==> src/rtl/sync_fifo_ctrl.sv <==
`default_nettype none
// ============================================================================
// Module      : sync_fifo_ctrl
// Description : Parametrised single-clock FIFO with occupancy count,
//               programmable almost-full/almost-empty thresholds, sticky
//               overflow/underflow flags, synchronous flush and a defined
//               simultaneous read/write at the full boundary.
//               Compile-time option SYNC_FIFO_FWFT_EN selects a
//               first-word-fall-through read port; when undefined the read
//               port is registered with one cycle of latency.
// Revision    : 1.0 - initial release
// ============================================================================
module sync_fifo_ctrl #(
    parameter int WIDTH     = 8,
    parameter int DEPTH     = 16,
    parameter int AF_THRESH = 14,
    parameter int AE_THRESH = 2
) (
    input  logic                       clk,
    input  logic                       rst_n,
    input  logic                       wr_en,
    input  logic [WIDTH-1:0]           din,
    input  logic                       rd_en,
    output logic [WIDTH-1:0]           dout,
    output logic                       dout_valid,
    output logic                       full,
    output logic                       empty,
    output logic                       almost_full,
    output logic                       almost_empty,
    output logic [$clog2(DEPTH):0]     count,
    input  logic                       flush,
    input  logic                       clr_err,
    output logic                       overflow,
    output logic                       underflow
);

    localparam int AW = $clog2(DEPTH);
    localparam int CW = AW + 1;

    localparam logic [CW-1:0] C_DEPTH     = CW'(DEPTH);
    localparam logic [CW-1:0] C_AF_THRESH = CW'(AF_THRESH);
    localparam logic [CW-1:0] C_AE_THRESH = CW'(AE_THRESH);

    logic [WIDTH-1:0] r_mem [DEPTH];
    logic [AW-1:0]    r_wr_ptr;
    logic [AW-1:0]    r_rd_ptr;
    logic [CW-1:0]    r_count;
    logic             r_overflow;
    logic             r_underflow;

    logic             w_full;
    logic             w_empty;
    logic             w_rd_acc;
    logic             w_wr_acc;
    logic             w_ovf_set;
    logic             w_udf_set;

    // Status flags decode straight from the count register.
    assign w_full       = (r_count == C_DEPTH);
    assign w_empty      = (r_count == '0);
    assign full         = w_full;
    assign empty        = w_empty;
    assign almost_full  = (r_count >= C_AF_THRESH);
    assign almost_empty = (r_count <= C_AE_THRESH);
    assign count        = r_count;
    assign overflow     = r_overflow;
    assign underflow    = r_underflow;

    // Flush wins over both requests: they are neither accepted nor flagged.
    // A write at full rides on a same-cycle accepted read; an empty FIFO
    // never bypasses a write to the read side.
    assign w_rd_acc  = !flush && rd_en && !w_empty;
    assign w_wr_acc  = !flush && wr_en && (!w_full || w_rd_acc);
    assign w_ovf_set = !flush && wr_en && !w_wr_acc;
    assign w_udf_set = !flush && rd_en && !w_rd_acc;

    // Storage array; contents are intentionally not reset.
    always_ff @(posedge clk) begin
        if (w_wr_acc) begin
            r_mem[r_wr_ptr] <= din;
        end
    end

    // Pointers and occupancy count.
    always_ff @(posedge clk or negedge rst_n) begin
        if (!rst_n) begin
            r_wr_ptr <= '0;
            r_rd_ptr <= '0;
            r_count  <= '0;
        end else if (flush) begin
            r_wr_ptr <= '0;
            r_rd_ptr <= '0;
            r_count  <= '0;
        end else begin
            if (w_wr_acc) begin
                r_wr_ptr <= r_wr_ptr + 1'b1;
            end
            if (w_rd_acc) begin
                r_rd_ptr <= r_rd_ptr + 1'b1;
            end
            case ({w_wr_acc, w_rd_acc})
                2'b10:   r_count <= r_count + 1'b1;
                2'b01:   r_count <= r_count - 1'b1;
                default: r_count <= r_count;
            endcase
        end
    end

    // Sticky error flags; a new error in the clearing cycle is kept.
    always_ff @(posedge clk or negedge rst_n) begin
        if (!rst_n) begin
            r_overflow  <= 1'b0;
            r_underflow <= 1'b0;
        end else begin
            if (w_ovf_set) begin
                r_overflow <= 1'b1;
            end else if (clr_err) begin
                r_overflow <= 1'b0;
            end
            if (w_udf_set) begin
                r_underflow <= 1'b1;
            end else if (clr_err) begin
                r_underflow <= 1'b0;
            end
        end
    end

`ifdef SYNC_FIFO_FWFT_EN
    // Head word is shown combinationally; rd_en acknowledges it.
    assign dout       = w_empty ? '0 : r_mem[r_rd_ptr];
    assign dout_valid = !w_empty;
`else
    logic [WIDTH-1:0] r_dout;
    logic             r_dout_valid;

    // Registered read port: valid pulses for the cycle after each pop.
    always_ff @(posedge clk or negedge rst_n) begin
        if (!rst_n) begin
            r_dout       <= '0;
            r_dout_valid <= 1'b0;
        end else if (flush) begin
            r_dout_valid <= 1'b0;
        end else if (w_rd_acc) begin
            r_dout       <= r_mem[r_rd_ptr];
            r_dout_valid <= 1'b1;
        end else begin
            r_dout_valid <= 1'b0;
        end
    end

    assign dout       = r_dout;
    assign dout_valid = r_dout_valid;
`endif

endmodule
`default_nettype wire

==> config.mk <==
export PLATFORM = sky130hd
export DESIGN_NAME = sync_fifo_ctrl
export DESIGN_NICKNAME = d
export VERILOG_FILES = /design/src/rtl/sync_fifo_ctrl.sv
export SDC_FILE = /design/constraint.sdc
export NUM_CORES = 1
export LEC_CHECK = 0
export CAP_MARGIN = 20
export CORE_MARGIN = 3
export CORE_UTILIZATION = 55
export CTS_CLUSTER_DIAMETER = 80
export DETAILED_ROUTE_END_ITERATION = 6
export DONT_BUFFER_PORTS = 1
export GPL_ROUTABILITY_DRIVEN = 0
export PLACE_DENSITY = 0.7
export SLEW_MARGIN = 20
export SYNTH_ARGS = -nofsm -noshare
export SYNTH_HDL_FRONTEND = slang
export SYNTH_SLANG_ARGS = --single-unit
==> constraint.sdc <==
create_clock -name clk -period 3.45 [get_ports clk]
set_clock_uncertainty 0.15 [all_clocks]
set_input_delay 0 -clock clk [delete_from_list [all_inputs] [get_ports clk]]
set_output_delay 0 -clock clk [all_outputs]
set_load 0.01 [all_outputs]
==> results.json <==
{
  "status": "completed",
  "grt_max_degree": 35,
  "crit_type": "reg2reg",
  "final_cell_mix": "edfxtp_1, mux4_2, dfrtp_1",
  "die_h_um": 113,
  "power_leakage_nw": 2.46,
  "postRouteAntennaNets": 0,
  "r2r-end": "count[4]",
  "grt.total_usage_pct": 21.1,
  "core-area_um2": 11000,
  "grt_pass1_vias": 3428,
  "final_common_cell": "edfxtp_1",
  "tns_ns": 0,
  "period_share_pct": 83.5,
  "grt_pass1_wl_um": 19600,
  "die_w_um": 113,
  "hold_path_depth": 2,
  "syn-mean-instance-area_um2": 18.0,
  "clk_pin_slew_worst_paths_ns": 0.06,
  "insertion_delay_ns": 0.42,
  "row_count": 38,
  "peakVddDrop_mv": 0.487,
  "antenna_found_initial": 1,
  "slew-limit-headroom_pct": 47.9,
  "hpwl_um": 7630,
  "cts_hold_buf": 17,
  "cts-root-buf": "clkbuf_16",
  "fmax_mhz": 347,
  "io_buffers": 0,
  "worst-slew-pin-transition_ns": 0.782,
  "routed_wl_um": 12400,
  "clk_path_buf_depth": 2,
  "r2r_start": "count[3]",
  "rsz0062_at_grt": "false",
  "setup_viol": 0,
  "start_util_pct": 57.1,
  "fin_util_pct": 66.2,
  "cts_post_setup_buffers_inserted": 0,
  "cp.arrival_ns": 3.00,
  "synth_ff_type": "edfxtp_1",
  "drive_above_1_share_pct": 22.9,
  "ys_seq_area_share_pct": 70.9,
  "slew_violations": 0,
  "min_to": "overflow",
  "min_from": "clr_err",
  "ff2ff_path_depth": 12,
  "syn2layout_area_growth_pct": 15.9,
  "vias": 3238,
  "ctsHtreeMaxLevel": 4,
  "ys_warn_count": 0,
  "cts.sinks": 152,
  "synth.cell_area_um2": 6270,
  "ioPinCount": 34,
  "ys_types": 45,
  "synthCells": 349,
  "worstPathMaxFanout": 7,
  "grt_overflow": 0,
  "fillers": 721,
  "cts_resized": 0,
  "startpoint_type": "register",
  "ys_ff_latch": 152,
  "synth-async-reset-ratio_pct": 15.8,
  "drc": 0,
  "viasPerCell": 6.06,
  "end_kind": "register",
  "hold_class": "in2reg",
  "num-nets-final": 405,
  "hold_viol_final": 0,
  "drt_pre_antenna_iters": 4,
  "drt_iter0_drc": 306,
  "r2r_slack_ns": 0.57,
  "cts_made_buffers": 17,
  "synthesis.nets": 372,
  "synth_edf_count": 128,
  "die_area_um2": 12700,
  "period_minus_slack_ns": 2.88,
  "powerDensity_nw_per_um2": 635,
  "cts_tree": "built",
  "routedWlPerCell_um": 23.1,
  "max_cap_violations": 0,
  "worstPathRequired_ns": 3.57
}
## per-stage QoR
step / hold slack [ns] / instances / total power, mW / setup slack [ns] / instance area [µm²]
after floorplan: -0.446 / 349 / 2.64 / 0.701 / 6270
after global placement: -0.445 / 486 / 2.76 / 0.765 / 6490
after detailed placement: -0.445 / 486 / 2.78 / 0.657 / 6490
after CTS: 0.117 / 533 / 4.64 / 0.604 / 7270
after global routing: 0.158 / 534 / 4.81 / 0.342 / 7270
final: 0.128 / 534 / 4.62 / 0.571 / 7270
## report_power, final
| part | leakage, nW | switching [mW] | internal (mW) |
|---|---|---|---|
| Sequential | 1.47 | 0.142 | 2.09 |
| Clock | 0.280 | 0.693 | 1.13 |
| Combinational | 0.711 | 0.327 | 0.238 |
| Total | 2.46 | 1.16 | 3.46 |
## worst max path at each step
stage | start | to | slack (ns)
CTS | count[3] | count[4] | 0.60
floorplan | count[4] | count[4] | 0.70
global placement | count[3] | count[4] | 0.76
detailed placement | count[3] | count[4] | 0.66
finish | count[3] | count[4] | 0.57
global route | count[3] | count[4] | 0.34
## worst max-delay path: stages (launching register included)
cell	delay, ns
dfrtp_1	0.48
nor3_1	0.27
nand2_1	0.15
nand2b_1	0.13
inv_2	0.08
nand2b_1	0.12
inv_1	0.09
ha_1	0.31
nor2_1	0.12
a21oi_1	0.09
or3b_2	0.46
a31oi_1	0.18
a21oi_1	0.09
## sequential cells by signal (all words and copies together), names as in the netlist
name and cells:
dout_valid 1, underflow 1, dout 8, overflow 1, r_mem 128, count 5, r_wr_ptr 4, r_rd_ptr 4
## cell families after synthesis
| group | Yosys count | share of synthesized area, % |
|---|---|---|
| adder cells (fa/ha/maj) | 9 | 1.92 |
| multiplexers | 51 | 14.6 |
| buffers and inverters | 30 | 2.31 |
| flip-flops | 152 | 70.9 |
| XOR/XNOR | 8 | 1.12 |
| AND/OR/NAND/NOR | 73 | 6.04 |
| AO/OA/AOI/OAI | 26 | 3.17 |
## layout make-up
type | count | area [µm²] | area share, %
sequential | 152 | 4450 | 61.1
multi-input combinational | 167 | 1710 | 23.5
clock buffer | 18 | 429 | 5.90
timing repair buffer | 31 | 308 | 4.23
tap | 140 | 175 | 2.41
clock inverter | 12 | 154 | 2.12
inverter | 13 | 48.8 | 0.671
antenna | 1 | 2.50 | 0.0344
## synth_stat cells, types with 3 or more instances
master / number / area (µm²)
ha_1: 8 / 100
edfxtp_1: 128 / 3840
mux4_2: 32 / 721
a21oi_1: 6 / 30.0
nand2b_1: 5 / 31.3
buf_4: 4 / 30.0
mux2i_1: 16 / 160
nor2_1: 16 / 60.1
xor2_1: 6 / 52.6
nor4_1: 6 / 37.5
clkbuf_1: 3 / 11.3
and2_1: 8 / 50.1
o221ai_1: 8 / 70.1
dfrtp_1: 24 / 601
nand3_1: 4 / 20.0
buf_2: 8 / 40.0
inv_1: 12 / 45.0
nand2_1: 21 / 78.8
## layer usage
metal | GRT usage (%) | part of all wire (%) | vias up
met2 | 32.9 | 50 | 117
li1 | - | - | 1433
met5 | 0 | 0 | -
met3 | 6.52 | 7.2 | 23
met4 | 7.77 | 2.0 | 0
met1 | 28.4 | 41 | 1665
No activity file was read; power rests on OpenSTA's default activity.
